`src/rtl/div_pkg.sv`:
```
// Shared state encoding and sizing helpers for the sequential non-restoring divider.
package div_pkg;

  localparam int DEF_W = 4;

  typedef enum logic [1:0] {
    IDLE,
    CALC,
    CORR,
    DONE
  } state_t;

  // Iteration counter must hold the value W itself.
  function automatic int cnt_width(input int w);
    return $clog2(w + 1);
  endfunction

endpackage

```
`src/rtl/div_nr_step.sv`:
```
// One combinational non-restoring iteration: shift {P,Q} left, then add or subtract |divisor|.
module div_nr_step #(
  parameter int W = 4
) (
  input  logic [W:0]   p,
  input  logic [W-1:0] q,
  input  logic [W-1:0] d,
  output logic [W:0]   p_next,
  output logic [W-1:0] q_next
);

  logic [W:0] p_sh;

  always_comb begin
    p_sh   = {p[W-1:0], q[W-1]};
    // The sign of the old partial remainder picks the operation, not the shifted value.
    p_next = p[W] ? p_sh + {1'b0, d} : p_sh - {1'b0, d};
    q_next = {q[W-2:0], ~p_next[W]};
  end

endmodule

```
`src/rtl/nonrestoring_divider.sv`:
```
// Sequential radix-2 non-restoring divider, 2W-bit dividend by W-bit divisor.
// Signed two's-complement operation is enabled by defining DIV_SIGNED_EN; otherwise unsigned.
module nonrestoring_divider
  import div_pkg::*;
#(
  parameter int W = DEF_W
) (
  input  logic           clk,
  input  logic           reset_n,
  input  logic           start,
  input  logic [2*W-1:0] dividend,
  input  logic [W-1:0]   divisor,
  output logic [W-1:0]   quotient,
  output logic [W-1:0]   remainder,
  output logic           busy,
  output logic           done,
  output logic           div_by_zero,
  output logic           overflow
);

  localparam int CW = cnt_width(W);

  state_t         state, state_next;
  logic [W:0]     p, p_step;
  logic [W-1:0]   q, q_step;
  logic [W-1:0]   d_mag;
  logic [CW-1:0]  count;
  logic [2*W-1:0] dvd_mag;
  logic [W-1:0]   dvs_mag;
  logic           err_zero, err_range;
  logic [W-1:0]   rem_mag, quot_res, rem_res;
  logic           ovf_res;

`ifdef DIV_SIGNED_EN
  localparam logic [W-1:0] NEG_LIMIT = {1'b1, {(W-1){1'b0}}};
  logic q_neg, r_neg;

  always_comb begin
    dvd_mag = dividend[2*W-1] ? -dividend : dividend;
    dvs_mag = divisor[W-1] ? -divisor : divisor;
  end
`else
  always_comb begin
    dvd_mag = dividend;
    dvs_mag = divisor;
  end
`endif

  always_comb begin
    err_zero  = (divisor == '0);
    err_range = (dvd_mag[2*W-1:W] >= dvs_mag);
  end

  div_nr_step #(.W(W)) u_step (
    .p      (p),
    .q      (q),
    .d      (d_mag),
    .p_next (p_step),
    .q_next (q_step)
  );

  // Final correction: restore a negative remainder, then range-check and apply signs.
  always_comb begin
    // NOTE: every variable gets a default before any conditional write, so no latch is inferred.
    rem_mag  = p[W] ? p[W-1:0] + d_mag : p[W-1:0];
    quot_res = q;
    rem_res  = rem_mag;
    ovf_res  = 1'b0;
`ifdef DIV_SIGNED_EN
    ovf_res = q_neg ? (q > NEG_LIMIT) : q[W-1];
    if (q_neg) quot_res = -q;
    if (r_neg) rem_res = -rem_mag;
`endif
  end

  always_ff @(posedge clk or negedge reset_n) begin
    if (!reset_n) state <= IDLE;
    else          state <= state_next;
  end

  always_comb begin
    state_next = state;
    unique case (state)
      IDLE:    if (start) state_next = (err_zero || err_range) ? DONE : CALC;
      CALC:    if (count == CW'(1)) state_next = CORR;
      CORR:    state_next = DONE;
      DONE:    state_next = IDLE;
      default: state_next = IDLE;
    endcase
  end

  // NOTE: all datapath registers are reset too, so an aborted operation leaves no stale state.
  always_ff @(posedge clk or negedge reset_n) begin
    if (!reset_n) begin
      p           <= '0;
      q           <= '0;
      d_mag       <= '0;
      count       <= '0;
      quotient    <= '0;
      remainder   <= '0;
      busy        <= 1'b0;
      done        <= 1'b0;
      div_by_zero <= 1'b0;
      overflow    <= 1'b0;
`ifdef DIV_SIGNED_EN
      q_neg       <= 1'b0;
      r_neg       <= 1'b0;
`endif
    end else begin
      // NOTE: non-blocking assignments keep every register update tied to the same edge.
      done <= 1'b0;
      unique case (state)
        IDLE: if (start) begin
          d_mag       <= dvs_mag;
          div_by_zero <= 1'b0;
          overflow    <= 1'b0;
          busy        <= 1'b1;
`ifdef DIV_SIGNED_EN
          q_neg       <= dividend[2*W-1] ^ divisor[W-1];
          r_neg       <= dividend[2*W-1];
`endif
          if (err_zero) begin
            div_by_zero <= 1'b1;
            quotient    <= '1;
            remainder   <= dividend[W-1:0];
            busy        <= 1'b0;
            done        <= 1'b1;
          end else if (err_range) begin
            overflow  <= 1'b1;
            quotient  <= '0;
            remainder <= '0;
            busy      <= 1'b0;
            done      <= 1'b1;
          end else begin
            p     <= {1'b0, dvd_mag[2*W-1:W]};
            q     <= dvd_mag[W-1:0];
            count <= CW'(W);
          end
        end
        CALC: begin
          p     <= p_step;
          q     <= q_step;
          count <= count - CW'(1);
        end
        CORR: begin
          overflow  <= ovf_res;
          quotient  <= ovf_res ? '0 : quot_res;
          remainder <= ovf_res ? '0 : rem_res;
          busy      <= 1'b0;
          done      <= 1'b1;
        end
        DONE: ;
        default: ;
      endcase
    end
  end

endmodule

```
`config.mk`:
```
export PLATFORM = sky130hd
export DESIGN_NAME = nonrestoring_divider
export DESIGN_NICKNAME = d
export VERILOG_FILES = /design/src/rtl/div_pkg.sv /design/src/rtl/div_nr_step.sv /design/src/rtl/nonrestoring_divider.sv
export SDC_FILE = /design/constraint.sdc
export NUM_CORES = 1
export LEC_CHECK = 0
export CAP_MARGIN = 30
export CORE_UTILIZATION = 38
export CTS_CLUSTER_DIAMETER = 100
export DETAILED_ROUTE_END_ITERATION = 10
export GPL_TIMING_DRIVEN = 0
export MAX_ROUTING_LAYER = met4
export SLEW_MARGIN = 20
export SYNTH_ARGS = -nofsm -noshare
export SYNTH_HDL_FRONTEND = slang
export SYNTH_SLANG_ARGS = --single-unit
```
`constraint.sdc`:
```
create_clock -name clk -period 3.82 [get_ports clk]
set_input_delay 1.146 -clock clk [delete_from_list [all_inputs] [get_ports clk]]
set_output_delay 1.146 -clock clk [all_outputs]
set_load 0.005 [all_outputs]
```
==> results of run 1 <==
==> cell type report <==
class                           instances  share of cell area (%)
Multi-Input combinational cell        135                    44.2
Sequential cell                        30                    32.5
Timing Repair Buffer                   26                    11.0
Clock buffer                            7                    3.73
Tap cell                               67                    3.63
Inverter                               19                    3.08
Buffer                                  7                    1.68
Clock inverter                          1                   0.216
==> worst reg2reg max path: cells and delay by family, from the launching register on <==
kind | cells | cell delay [ns]
AO/OA/AOI/OAI | 3 | 0.47
XOR/XNOR | 1 | 0.26
adder cells (fa/ha/maj) | 2 | 0.72
buffers and inverters | 1 | 0.11
flip-flops | 1 | 0.43
multiplexers | 2 | 0.43
==> worst min path at each step <==
stage          cells after the start         start  slack [ns]            to
6_report                           2   div_by_zero        0.49   div_by_zero
3_3_place_gp                       2   div_by_zero        0.47   div_by_zero
5_1_grt                            1  remainder[3]        0.54  remainder[3]
3_5_place_dp                       2   div_by_zero        0.47   div_by_zero
4_1_cts                            2   div_by_zero        0.49   div_by_zero
2_1_floorplan                      2   div_by_zero        0.47   div_by_zero
==> sequential cells by signal, indices dropped and copies added, names as in the netlist <==
| register | cells |
|---|---|
| d_mag | 4 |
| q | 4 |
| quotient | 4 |
| busy | 1 |
| done | 1 |
| count | 3 |
| overflow | 1 |
| p | 5 |
| state | 2 |
| div_by_zero | 1 |
| remainder | 4 |
==> placed cells by master, fill, tap and decap left out, drive strengths merged, types with 2 or more instances in the layout <==
cell type and instances:
a22oi 4, xnor2 4, mux2 6, clkdlybuf4s50 25, a22o 2, buf 4, inv 19, a21o 3
ha 17, dfrtp 30, clkbuf 11, fa 2, and4 2, o21ai 11, or2 2, xor2 2
o32ai 2, nand2 8, mux2i 8, nor2 16, a21oi 24, nor3 9
==> metrics by stage <==
stage / instance area, µm² / setup WS (ns) / cells
floorplan: 1880 / 1.09 / 191
global placement: 2230 / 0.380 / 284
detailed placement: 2220 / 0.375 / 284
CTS: 2310 / 0.674 / 292
global route: 2310 / 0.473 / 292
finish: 2310 / 0.654 / 292
==> power groups by stage <==
| stage | clock (µW) | sequential (µW) | combinational (µW) |
|---|---|---|---|
| floorplan | 0 | 565 | 878 |
| global placement | 0 | 587 | 1190 |
| detailed placement | 0 | 588 | 1210 |
| CTS | 275 | 583 | 1220 |
| global route | 287 | 606 | 1390 |
| finish | 271 | 582 | 1210 |
==> Yosys cell counts, drive strengths merged, types with 4 or more instances <==
cell / count / area (µm²)
dfrtp: 30 / 751
inv: 19 / 71.3
a22oi: 4 / 30.0
nor2: 16 / 60.1
mux2i: 8 / 80.1
a21oi: 24 / 131
nor3: 9 / 45.0
xnor2: 4 / 35.0
clkbuf: 4 / 15.0
ha: 17 / 213
o21ai: 11 / 55.1
mux2: 6 / 71.3
nand2: 8 / 30.0
==> routing by layer <==
layer  GRT usage [%]  vias to the layer above
met3            4.72                        5
li1                -                      748
met1            24.8                      699
met5               -                        -
met2            28.1                       16
met4            5.88                        0
==> logic make-up after synthesis <==
| kind of cell | after synthesis | share of synthesized area [%] |
|---|---|---|
| simple gates | 42 | 10.8 |
| mux | 14 | 8.04 |
| compound gates | 53 | 18.0 |
| xor+xnor | 7 | 3.99 |
| fa+ha+maj | 19 | 13.4 |
| flops | 30 | 39.9 |
| buf+inv | 26 | 5.85 |
==> flow_metrics.env, run 1 <==
export IMPL_vias_per_cell=5.03
export IMPL_initial_core_util_pct=39.6
export IMPL_path_clk_slew_ns=0.07
export IMPL_sw_frac_of_total_pct=40.5
export IMPL_grt_pass1_wl_mm=7.19
export IMPL_syn_nets=225
export IMPL_drc=0
export IMPL_firstDrtPassIters=4
export IMPL_synth_cell_types=40
export IMPL_power_leakage_uw=0.00102
export IMPL_power_frac_seq_pct=28.2
export IMPL_grt_overflow_total=0
export IMPL_worst_setup_path_start_kind="input pin"
export IMPL_crit_family="buffers and inverters"
export IMPL_cp_num_cells=9
export IMPL_wl_met3_um=91
export IMPL_crit_path_end="p[4]"
export IMPL_synth_area_um2=1880
export IMPL_cap_violations=0
export IMPL_peakVddDrop_v=0.000330
export IMPL_max_slew_margin_rel_pct=53.7
export IMPL_grt_max_degree=31
export IMPL_endpoint_kind="flop"
export IMPL_ys_warn_count=0
export IMPL_critical_path_max_stage_delay_ns=0.51
export IMPL_die_h_um=72.4
export IMPL_cp_cell_sequence="clkdlybuf4s50_1 > inv_1 > ha_1 > nor3b_1 > o21ai_0 > o32ai_2 > buf_4 > nand2_1 > o22ai_1"
export IMPL_fin_crit_sh_pct=82.9
export IMPL_seq_area_frac_synth_pct=39.9
export IMPL_routed_wl_mm=4.11
export IMPL_port_buffers=26
export IMPL_intPower_uw=1230
export IMPL_fmax_mhz=316
export IMPL_met2RoutedLength_mm=1.92
export IMPL_min_delay_path_class="flop to flop"
export IMPL_fin_util_pct=48.6
export IMPL_ys_seq_elements=30
export IMPL_regToRegStartpoint="d_mag[1]"
export IMPL_numCtsBuffers=5
export IMPL_place_gp_congestion=0.843
export IMPL_multiInputGateArea_um2=1020
export IMPL_postCtsSetupRepairBufs=0
export IMPL_wl_met1_mm=2.04
export IMPL_rsz0062_at_grt="no"
export IMPL_grt_pass1_vias=1490
export IMPL_critPathKind="input pin to flop"
export IMPL_fillers=473
export IMPL_powerDensity_nw_per_um2=892
export IMPL_timing_hold_ws_ns=0.486
export IMPL_antenna_found_initial=0
export IMPL_timing_rr_end="q[0]"
export IMPL_fin_tns_setup_ns=0
export IMPL_final_hold_viol_count=0
export IMPL_crit_fanout=10
export IMPL_worstPathArrival_ns=3.37
export IMPL_top_layer_used="met4"
export IMPL_power_uw=2060
export IMPL_seqCellArea_um2=751
export IMPL_coreArea_um2=4750
export IMPL_gr_usage_all_layers_pct=18.7
export IMPL_die_w_um=72.4
export IMPL_slowest_stage="clkdlybuf4s50_1"
export IMPL_cts_resized_gates=0
export IMPL_postSynthCellCount=191
export IMPL_cts_tree="yes"
export IMPL_combPwrFrac_pct=58.6
export IMPL_report_final_slew_viol_count=0
export IMPL_rr_worst_depth=9
export IMPL_p_clk_share_pct=13.1
export IMPL_antennaDiodeCount=0
export IMPL_async_flop_share_pct=100
export IMPL_hpwl_mm=3.06
export IMPL_clock_latency_ns=0.29
export IMPL_min_period_ns=3.17
export IMPL_netSwitchingPower_uw=836
export IMPL_syn_to_final_growth_pct=22.9
export IMPL_final_nets=258
export IMPL_clock_sinks=30
export IMPL_synth_edf_count=0
export IMPL_ant_nets=0
export IMPL_worstSetupStartpoint="dividend[4]"
export IMPL_htree_num_levels=2
export IMPL_outcome="finished, final reports clean"
export IMPL_fin_skew_ns=0.00831
export IMPL_tightest_slew_ns=0.695
export IMPL_worstPathRequired_ns=4.03
export IMPL_crit_buf_inv=3
export IMPL_cts_hold_buffers=0
export IMPL_dieArea_um2=5240
export IMPL_cts_root_buf="clkbuf_8"
export IMPL_vias=1468
export IMPL_ios=27
export IMPL_rrSetupSlack_ns=1.29
export IMPL_setup_viol=0
export IMPL_fp_row_count=25
export IMPL_wl_per_cell_um=14.1
export IMPL_initialDrtViolationCount=107
export IMPL_synth_ff_type="dfrtp_1"
export IMPL_layout_drive_gt1_share_pct=9.33
export IMPL_clock_path_buffers=2
export IMPL_syn_area_per_cell_um2=9.85
(Power assumes the default switching activity.)
==> run 2: changes to the inputs <==
==> constraint.sdc (replaced) <==
create_clock -name clk -period 3 [get_ports clk]
set_input_delay 0.9 -clock clk [delete_from_list [all_inputs] [get_ports clk]]
set_output_delay 0.9 -clock clk [all_outputs]
set_load 0.005 [all_outputs]
==> run 2 against run 1 <==
Total power grew 28%. Global-route usage did not move. Clock power rose by 27%. Worst setup slack worse by 0.52 ns. Via count stayed put. Critical path depth fell by 1. Clock skew increased by 0.00080 ns. Flip-flop and latch count unchanged. Design area is 0.32% higher. Register-to-register slack got worse by 0.81 ns. Core utilization rose by 0.16 points. First-iteration DRC count is the same. Critical path type unchanged. Largest cell class unchanged.
==> flow_metrics.env, run 2 (same netlist as run 1, synthesis figures left out) <==
export IMPL_clock_path_buffers=2
export IMPL_initial_core_util_pct=39.6
export IMPL_dieArea_um2=5240
export IMPL_port_buffers=26
export IMPL_crit_fanout=3
export IMPL_final_cell_mix="30 x dfrtp_1, 25 x clkdlybuf4s50_1, 23 x a21oi_1"
export IMPL_antenna_found_initial=0
export IMPL_ant_nets=0
export IMPL_power_leakage_uw=0.00103
export IMPL_outcome="finished, final reports clean"
export IMPL_grt_overflow_total=0
export IMPL_cts_root_buf="clkbuf_8"
export IMPL_grt_pass1_vias=1490
export IMPL_final_hold_viol_count=0
export IMPL_syn_to_final_growth_pct=23.3
export IMPL_gr_usage_all_layers_pct=18.7
export IMPL_fin_util_pct=48.8
export IMPL_clock_latency_ns=0.29
export IMPL_vias=1468
export IMPL_critPathKind="input pin to flop"
export IMPL_setup_viol=0
export IMPL_path_clk_slew_ns=0.07
export IMPL_coreArea_um2=4750
export IMPL_htree_num_levels=2
export IMPL_hpwl_mm=3.06
export IMPL_wl_per_cell_um=14.0
export IMPL_tightest_slew_ns=0.697
export IMPL_final_nets=259
export IMPL_min_delay_path_class="flop to flop"
export IMPL_top_register="p"
export IMPL_numCtsBuffers=5
export IMPL_timing_hold_ws_ns=0.486
export IMPL_ios=27
export IMPL_max_slew_margin_rel_pct=53.5
export IMPL_worst_setup_path_start_kind="input pin"
export IMPL_grt_max_degree=31
export IMPL_report_final_slew_viol_count=0
export IMPL_drc=0
export IMPL_largest_reg_flops=5
export IMPL_worstPathArrival_ns=3.05
export IMPL_die_h_um=72.4
export IMPL_layout_drive_gt1_share_pct=9.73
export IMPL_fillers=472
export IMPL_worstPathRequired_ns=3.18
export IMPL_die_w_um=72.4
export IMPL_endpoint_kind="flop"
export IMPL_initialDrtViolationCount=107
export IMPL_cts_hold_buffers=0
export IMPL_peakVddDrop_v=0.000421
export IMPL_routed_wl_mm=4.09
export IMPL_fp_row_count=25
export IMPL_min_period_ns=2.87
export IMPL_place_gp_congestion=0.843
export IMPL_fmax_mhz=349
export IMPL_antennaDiodeCount=0
export IMPL_fin_skew_ns=0.00911
export IMPL_vias_per_cell=5.01
export IMPL_grt_pass1_wl_mm=7.19
export IMPL_powerDensity_nw_per_um2=1140
export IMPL_cts_tree="yes"
export IMPL_firstDrtPassIters=4
export IMPL_fin_crit_sh_pct=95.6
export IMPL_cap_violations=0
export IMPL_fin_tns_setup_ns=0
export IMPL_mostFrequentLayoutCell="dfrtp_1"
export IMPL_clock_sinks=30
export IMPL_rsz0062_at_grt="no"
## run 2: cell count changes in the layout (fill, tap and decap cells not counted)
cell and delta:
buf_4 +1
## run 2: path summary, 6_finish.rpt
path / start / to / slack, ns / cells past startpoint
hold / removal: div_by_zero / div_by_zero / 0.49 / 2
setup / recovery: dividend[4] / p[2] / 0.13 / 8
max in group asynchronous: reset_n / d_mag[0] / 1.89 / 1
hold reg to reg: div_by_zero / div_by_zero / 0.49 / 2
setup reg to reg: d_mag[1] / q[0] / 0.48 / 9
min in group asynchronous: reset_n / done / 0.65 / 1
## run 2: timing repair
item / 4_1_cts / 5_1_grt
gates resized for setup: 0 / 0
setup endpoints to repair: 0 / 11
buffers inserted: 0 / 1
## run 2: per-stage QoR
stage	cells	setup WS [ns]	cell area, µm²	total power [µW]
floorplan	191	0.513	1880	1840
global placement	284	-0.194	2230	2270
detailed placement	284	-0.199	2220	2290
CTS	292	0.0998	2310	2640
global route	293	0.0176	2320	2910
finish	293	0.132	2320	2630
## run 2: layout make-up
class | count | area [µm²] | share of cell area (%)
Buffer | 7 | 38.8 | 1.67
Clock buffer | 7 | 86.3 | 3.72
Clock inverter | 1 | 5.00 | 0.216
Inverter | 19 | 71.3 | 3.07
Multi-Input combinational cell | 135 | 1020 | 44.0
Sequential cell | 30 | 751 | 32.4
Tap cell | 67 | 83.8 | 3.61
Timing Repair Buffer | 27 | 263 | 11.3
## run 2: report_power, final
part	internal [µW]	switching, µW
Clock	185	160
Combinational	791	758
Sequential	594	147
Total	1570	1060
## run 2: critical path, stage by stage
cell and delay (ns):
clkdlybuf4s50_1 0.51, inv_1 0.06, ha_1 0.29, nor3b_1 0.24, o21ai_0 0.23, o32ai_2 0.32
buf_4 0.18, mux2_2 0.32
## run 2: metal layers
| metal | vias to the layer above | wire [µm] | GRT usage [%] | part of all wire [%] |
|---|---|---|---|---|
| met5 | - | 0 | - | 0 |
| met4 | 0 | 56 | 5.88 | 1.4 |
| met3 | 5 | 130 | 4.72 | 3.2 |
| met2 | 18 | 1920 | 28.1 | 47 |
| met1 | 697 | 1980 | 24.8 | 48 |
| li1 | 748 | - | - | - |
